`src/rtl/uart_pkg.sv`:
```
// Shared UART-side definitions: arbiter FSM encoding and index-width helper.
package uart_pkg;

  typedef enum logic {
    ST_IDLE = 1'b0,
    ST_XFER = 1'b1
  } state_e;

  // Width of an index into n requesters; never below one bit.
  function automatic int unsigned idx_width(input int unsigned n);
    return (n <= 2) ? 1 : $clog2(n);
  endfunction

endpackage

```
`src/rtl/uart_tx_arbiter_rr_pick.sv`:
```
// Combinational round-robin picker: first request strictly after last_i, with wrap.
module rr_pick
  import uart_pkg::*;
#(
  parameter int unsigned NUM_REQ = 2,
  parameter int unsigned IW      = idx_width(NUM_REQ)
) (
  input  logic [NUM_REQ-1:0] req_i,
  input  logic [IW-1:0]      last_i,
  output logic [NUM_REQ-1:0] pick_o,
  output logic [IW-1:0]      idx_o
);

  logic          found;
  logic [IW-1:0] cand;

  always_comb begin
    pick_o = '0;
    idx_o  = '0;
    found  = 1'b0;
    cand   = '0;
    for (int unsigned i = 1; i <= NUM_REQ; i++) begin
      cand = IW'((32'(last_i) + i) % NUM_REQ);
      if (!found && req_i[cand]) begin
        found        = 1'b1;
        pick_o[cand] = 1'b1;
        idx_o        = cand;
      end
    end
  end

endmodule

```
`src/rtl/uart_tx_arbiter.sv`:
```
// Message-locked round-robin arbiter sharing one UART TX FIFO write port
// between NUM_REQ byte-stream requesters.
module uart_tx_arbiter
  import uart_pkg::*;
#(
  parameter int unsigned NUM_REQ    = 2,
  parameter int unsigned DATA_WIDTH = 8
) (
  input  logic                          clk,
  input  logic                          rst_n,
  input  logic [NUM_REQ-1:0]            i_valid,
  input  logic [NUM_REQ*DATA_WIDTH-1:0] i_data,
  input  logic [NUM_REQ-1:0]            i_last,
  output logic [NUM_REQ-1:0]            o_ready,
  output logic                          o_fifo_wr_en,
  output logic [DATA_WIDTH-1:0]         o_fifo_wr_data,
  input  logic                          i_fifo_full,
  input  logic                          i_fifo_almost_full,
  output logic [NUM_REQ-1:0]            o_grant,
  output logic                          o_busy
);

  localparam int unsigned IW = idx_width(NUM_REQ);

  state_e               state_q, state_d;
  logic [IW-1:0]        owner_q, owner_d;
  logic [IW-1:0]        last_owner_q, last_owner_d;
  logic [NUM_REQ-1:0]   grant_q, grant_d;
  logic                 busy_q, busy_d;

  logic [NUM_REQ-1:0]   pick_oh;
  logic [IW-1:0]        pick_idx;
  logic                 xfer_c;
  logic                 owner_valid_c;
  logic                 owner_last_c;
  logic                 wr_en_c;
  logic [DATA_WIDTH-1:0] wr_data_c;

  rr_pick #(
    .NUM_REQ (NUM_REQ),
    .IW      (IW)
  ) u_rr_pick (
    .req_i  (i_valid),
    .last_i (last_owner_q),
    .pick_o (pick_oh),
    .idx_o  (pick_idx)
  );

  // State and ownership registers.
  always_ff @(posedge clk or negedge rst_n) begin
    if (!rst_n) begin
      state_q      <= ST_IDLE;
      owner_q      <= '0;
      last_owner_q <= IW'(NUM_REQ - 1);
      grant_q      <= '0;
      busy_q       <= 1'b0;
    end else begin
      state_q      <= state_d;
      owner_q      <= owner_d;
      last_owner_q <= last_owner_d;
      grant_q      <= grant_d;
      busy_q       <= busy_d;
    end
  end

  // grant_q is one-hot of the owner while locked, so it doubles as the owner select.
  assign xfer_c        = (state_q == ST_XFER);
  assign owner_valid_c = |(i_valid & grant_q);
  assign owner_last_c  = |(i_last & grant_q);
  assign wr_en_c       = xfer_c & owner_valid_c & ~i_fifo_full;

  // Next-state logic.
  always_comb begin
    state_d      = state_q;
    owner_d      = owner_q;
    last_owner_d = last_owner_q;
    grant_d      = grant_q;
    busy_d       = busy_q;
    unique case (state_q)
      ST_IDLE: begin
        if (|i_valid && !i_fifo_almost_full) begin
          state_d = ST_XFER;
          owner_d = pick_idx;
          grant_d = pick_oh;
          busy_d  = 1'b1;
        end
      end
      ST_XFER: begin
        if (wr_en_c && owner_last_c) begin
          state_d      = ST_IDLE;
          last_owner_d = owner_q;
          grant_d      = '0;
          busy_d       = 1'b0;
        end
      end
      default: state_d = ST_IDLE;
    endcase
  end

  // Owner byte mux; zero while idle.
  always_comb begin
    wr_data_c = '0;
    if (xfer_c) begin
      for (int unsigned k = 0; k < NUM_REQ; k++) begin
        if (owner_q == IW'(k)) wr_data_c = i_data[k*DATA_WIDTH +: DATA_WIDTH];
      end
    end
  end

  assign o_ready        = (xfer_c && !i_fifo_full) ? grant_q : '0;
  assign o_fifo_wr_en   = wr_en_c;
  assign o_fifo_wr_data = wr_data_c;
  assign o_grant        = grant_q;
  assign o_busy         = busy_q;

endmodule

```
`config.mk`:
```
export PLATFORM = sky130hd
export DESIGN_NAME = uart_tx_arbiter
export DESIGN_NICKNAME = d
export VERILOG_FILES = /design/src/rtl/uart_pkg.sv /design/src/rtl/uart_tx_arbiter_rr_pick.sv /design/src/rtl/uart_tx_arbiter.sv
export SDC_FILE = /design/constraint.sdc
export NUM_CORES = 1
export LEC_CHECK = 0
export CAP_MARGIN = 30
export CORE_MARGIN = 3
export CORE_UTILIZATION = 31
export DETAILED_ROUTE_END_ITERATION = 16
export PLACE_DENSITY = 0.78
export SLEW_MARGIN = 0
export SYNTH_ARGS = -nofsm -noshare
export SYNTH_HDL_FRONTEND = slang
export SYNTH_SLANG_ARGS = --single-unit
```
`constraint.sdc`:
```
create_clock -name clk -period 1.9 [get_ports clk]
set_input_delay 0.38 -clock clk [delete_from_list [all_inputs] [get_ports clk]]
set_output_delay 0.38 -clock clk [all_outputs]
set_load 0.02 [all_outputs]
```
==> metrics.csv <==
stage,metric,value,unit
timing,Worst Slack Setup Final,123,ps
timing,Tightest Pin Transition,343,ps
route,Final ANT Viol Nets,0,
grt,vias in the first global route,478,
logic_synthesis,Synth Instances,43,
logic_synthesis,Synth top area share,27.6,%
pwr,Leakage,0.405,nW
clock_tree,CTS root buf,clkbuf_4,
pwr,PwrDens,1320,nW/µm²
grt,initial antenna violation count,0,
floorplan,Die W,44.2,µm
logic_synthesis,cell taking the most area after synthesis,dfrtp_1,
outcome,status,completed,
pwr,Peak VDD IR,0.948,mV
place,dpl hpwl,1080,µm
timing,Final Hold Vio Count,0,
setup_path,Worst Setup End Kind,output port,
logic_synthesis,number of synthesized register bits,6,
final_layout,design area,855,µm²
grt,first-pass GRT wire length,2110,µm
route,post-route DRC violation count,0,
worst_hold_path,Hold Crit Class,primary input to async pin,
floorplan,die height,44.2,µm
clock_tree,CTS H-tree depth,1,
setup_path,worst path arrival time,1400,ps
final_layout,area grow syn2layout,88.7,%
logic_synthesis,register area share after synthesis,33.4,%
timing,min Tclk post-route,1780,ps
timing,final period utilization,93.5,%
setup_path,worst-path fanout max,4,
final_layout,# nets final,109,
final_layout,Antenna Cells,0,
setup_path,crit path launch type,primary input,
timing,Min Hold Slack,378,ps
clock_tree,TritonCTS clock tree,done,
timing,Slew HR,77.2,%
route,routed len/inst,12.7,µm
place,"worst slack, placed",-349,ps
logic_synthesis,synth unique cells,22,
clock_tree,Post CTS Setup Buffer Count,0,
clock_tree,"Reg clk slew, reported paths",50,ps
place,area of placed instances,842,µm²
logic_synthesis,syn nets,67,
logic_synthesis,synth warn,0,
clock_tree,clk_lat worst skew,240,ps
setup_path,worst path required time,1520,ps
logic_synthesis,top post-synthesis cells by area,"dfrtp_1 (28%), mux2i_1 (18%), nor2b_1 (11%)",
grt,GR Overflow Total,0,
timing,Setup Skew,3.14,ps
timing,Final Setup Violations,0,
setup_path,"slowest stage delay, CP",510,ps
clock_tree,Sink Count,6,
setup_path,"delay-heaviest family, CP",buffers and inverters,
floorplan,initial core utilization,34.0,%
place,placed cell count,95,
setup_path,Crit-path slowest cell,clkdlybuf4s50_1,
grt,largest net degree at the start of global routing,15,
route,Pre-antenna DRT Iters,2,
place,GP Congestion,0.721,
logic_synthesis,Post-Syn Area,453,µm²
final_layout,proportion of layout cells with a drive suffix above 1,19.0,%
floorplan,IO Count,38,
timing,RSZ-0062 raised after global routing,false,
timing,Final Max Tran Viols,0,
final_layout,FILL cells,130,
route,DRC violation total after the first TritonRoute iteration,9,
final_layout,Finished Layout Cells,99,
timing,Fmax,563,MHz
setup_path,critical path type,primary input to output port,
place,Port Buffer Count,37,
floorplan,Std-Cell Rows,13,
final_layout,FF+latch area,153,µm²
final_layout,area occupied by multi-input gates,287,µm²
clock_tree,Max Buffers Root-to-Sink,2,
route,vias,474,
setup_path,Worst Path Buf+Inv,2,
route,drt via density,4.79,
clock_tree,CTS Buf Count,3,
logic_synthesis,Syn Area/Cell,10.5,µm²
floorplan,Core Area,1330,µm²
flow_run,max cap viols,0,
route,Routed WL,1260,µm
setup_path,crit path cell chain,clkdlybuf4s50_1 > and3b_1 > dlygate4sd2_1,
grt,All-Layer GR Usage,14.7,%
floorplan,total die area,1960,µm²
[placed cells by master, fill, tap and decap left out]
cell type / n
a21o_2: 2
clkbuf_4: 3
dfstp_2: 1
mux2_4: 1
o21ai_0: 1
dlymetal6s2s_1: 1
nand2b_1: 1
a31o_2: 2
a22oi_2: 1
and3b_1: 2
or4b_4: 1
clkbuf_1: 1
buf_4: 2
a21o_1: 1
nand2_1: 1
o21a_1: 1
and3_1: 1
a22oi_1: 1
nor2_1: 1
buf_2: 1
clkdlybuf4s50_1: 25
dfrtp_2: 1
dfrtp_1: 4
mux2i_1: 8
and3_2: 1
nor3b_1: 1
dlygate4sd2_1: 10
nor2b_1: 8
[synth_stat cells (all sizes together)]
cell    number
mux2i        8
nor2b        8
dfrtp        5
a21o         3
a22oi        2
a31o         2
and3         2
and3b        2
buf          1
clkbuf       1
dfstp        1
mux2         1
nand2        1
nand2b       1
nor2         1
nor3b        1
o21a         1
o21ai        1
or4b         1
[path summary, 6_finish.rpt]
check / start / to / slack (ps) / depth (start not counted)
setup / recovery: i_fifo_full / o_ready[0] / 120 / 3
hold / removal: rst_n / o_grant[0] / 380 / 1
setup reg to reg: o_grant[0] / last_owner_q / 410 / 3
hold reg to reg: o_busy / o_busy / 490 / 1
max in group asynchronous: rst_n / last_owner_q / 1250 / 1
min in group clk: o_busy / o_busy / 490 / 1
[routing by layer]
| metal | vias up | share of wire (%) | global-route usage [%] |
|---|---|---|---|
| met1 | 209 | 38 | 15.6 |
| li1 | 240 | - | - |
| met4 | 0 | 3.3 | 9.04 |
| met2 | 20 | 50 | 25.3 |
| met5 | - | 0 | 0 |
| met3 | 5 | 8.6 | 4.47 |
[cells by family (layout without fill, tap and decap cells)]
| group | Yosys count | count (layout) | share of synthesized area, % |
|---|---|---|---|
| buf+inv | 2 | 43 | 3.31 |
| simple gates | 17 | 17 | 25.7 |
| mux | 9 | 9 | 21.0 |
| compound gates | 9 | 9 | 16.6 |
| flops | 6 | 6 | 33.4 |
[worst reg2reg max path, delay by kind of cell (launching register included)]
family	cells	cell delay, ps
DFF	1	410
muxes	1	320
AOI/OAI and AO/OA	1	110
and+or+nand+nor	1	570
[through the flow]
stage	setup TNS (ps)	total power, mW	utilization, %
finish	0	1.12	64.1
floorplan	0	0.734	-
detailed placement	-2000	1.08	63.1
global route	0	1.22	64.1
CTS	0	1.14	63.9
global placement	-1760	1.07	63.1
[state kept, by name, indices dropped and copies added (netlist names)]
name / flops
o_grant: 2
last_owner_q: 1
o_busy: 1
owner_q: 1
state_q: 1
[layout make-up]
| type | instances | share of cell area, % |
|---|---|---|
| timing repair buffer | 39 | 43.3 |
| multi-input combinational | 35 | 33.5 |
| sequential | 6 | 17.9 |
| clock buffer | 4 | 3.07 |
| tap | 15 | 2.20 |
[power by group]
group          internal, mW  leakage [nW]  switching, mW
combinational         0.378         0.323          0.306
sequential            0.199        0.0672          0.116
clock                0.0795        0.0150         0.0452
total                 0.657         0.405          0.467
[what timing repair did]
action	4_1_cts	5_1_grt
hold buffers	0	0
gates resized for setup	16	1
setup endpoints to repair	11	1
pin swaps	0	0
Note: power is estimated with default switching activity, not from simulation.
==> edit (config.mk and constraints unchanged) <==
Set the parameter `DATA_WIDTH` to 6 (it was 8).
--- a/src/rtl/uart_tx_arbiter.sv
+++ b/src/rtl/uart_tx_arbiter.sv
@@ -5,5 +5,5 @@
 #(
   parameter int unsigned NUM_REQ    = 2,
-  parameter int unsigned DATA_WIDTH = 8
+  parameter int unsigned DATA_WIDTH = 6
 ) (
   input  logic                          clk,
Interface: changed (resized i_data and o_fifo_wr_data); port bits go from 38 to 32. The function was not compared with the original's and may differ.
==> edit against the unedited design <==
  * Wire length decreased by 6.7%
  * Non-clock buffer count decreased by 5
  * Worst setup slack got worse by 0.047 ns
  * Final area shrank 10%
  * Core utilization increased by 1.5 points
  * Area after synthesis decreased by 8.8%
  * Clock power up 4%
  * Power is 9.1% lower
  * Global-route usage shrank 0.52 points
  * Synthesized cell count fell by 9.3%
  * Sequential cell count unchanged
  * Hold slack got worse by 0.015 ns
  * Largest cell class unchanged
  * Largest power group unchanged
==> edit: results <==
[placed_design]
port_buffers = 31
gp_congestion = 0.8038
dp_cells = 85
place_ws_ns = -0.2483

[synthesis]
ys_types = 21
synth_area_leaders = dfrtp_1 30%, mux2i_1 15%, nor2b_1 9.1%
syn-num-nets = 59
ys_seq_area_share_pct = 36.67
synthTopCellsByCount = 6 x mux2i_1, 6 x nor2b_1, 5 x dfrtp_1
synthCells = 39

[timing]
relSlewSlack_pct = 78.86
fin_ws_ns = 0.07664
whs_ns = 0.3629
fin_skew_ns = 0.01476

[power_and_ir_drop]
power.leakage_nw = 0.3580
internal-power_mw = 0.6085
ir_worst_vdd_v = 0.0009367

[routing]
wl_per_cell_um = 13.21
drtIter0Drc = 1
vias = 446

[setup_path]
crit_path_max_incr_delay_ns = 0.55
ff2ff_setup_slack_ns = 0.26
startpoint = i_valid[0]
r2r_cells = 4
arrival_ns = 1.99
crit_fanout = 5
critPathSlowestCell = or4b_4
cp-endpoint = last_owner_q

[global_route]
globalRouteMet1Util_pct = 18.30
met2_usage_pct = 21.88
grt_max_degree = 13
grt_pass1_wl_mm = 2.001
grt_use_met3_pct = 5.579

[layout]
fin_cells = 89
num-nets-final = 96
largest_reg_flops = 2
fillers = 106
drive_above_1_share_pct = 22.67

[status]
outcome = finished clean

[clock_tree]
post_cts_buffers = 0
==> edit: power groups by stage <==
stage,registers (mW),logic (mW),clock network [mW]
floorplan,0.274,0.374,0
global placement,0.305,0.647,0
finish,0.303,0.589,0.130
CTS,0.305,0.600,0.137
global route,0.319,0.635,0.146
detailed placement,0.304,0.656,0
==> edit: metrics by stage <==
step / utilization, % / instance area [µm²]
5_1_grt: 65.60 / 768.2
3_3_place_gp: 64.53 / 755.7
2_1_floorplan: - / 412.9
6_report: 65.60 / 768.2
3_5_place_dp: 64.53 / 755.7
4_1_cts: 65.92 / 772.0
==> edit: worst reg2reg max path: stages, from the launching register on <==
cell and delay (ns):
dfrtp_1 0.43, a22oi_2 0.12, buf_4 0.14, or4b_4 0.55, mux2_4 0.32
==> edit: cell type report <==
class | count | area [µm²] | share of cell area, %
repair buffers | 34 | 317.8 | 41.37
multi-input cells | 31 | 254.0 | 33.06
flip-flops and latches | 6 | 152.6 | 19.87
clock buffers | 4 | 26.28 | 3.420
well taps | 14 | 17.52 | 2.280
==> edit: cells by family after synthesis <==
logic type             after synthesis  synth area share (%)
AND/OR/NAND/NOR                     15                 25.15
AO/OA/AOI/OAI                        9                 18.18
multiplexers                         7                 18.18
flip-flops                           6                 36.67
buffers and inverters                2                 1.819
==> edit: timing repair <==
item | CTS | global route
hold buffers | 0 | 0
cloned | 0 | 0
endpoints found under the setup margin | 9 | 1
resized for setup | 10 | 3
==> edit: layer usage <==
metal  part of all wire (%)  routed length, µm
met5                      0                  0
met4                      0                  0
met3                    7.8                 92
met2                     49                579
met1                     43                504
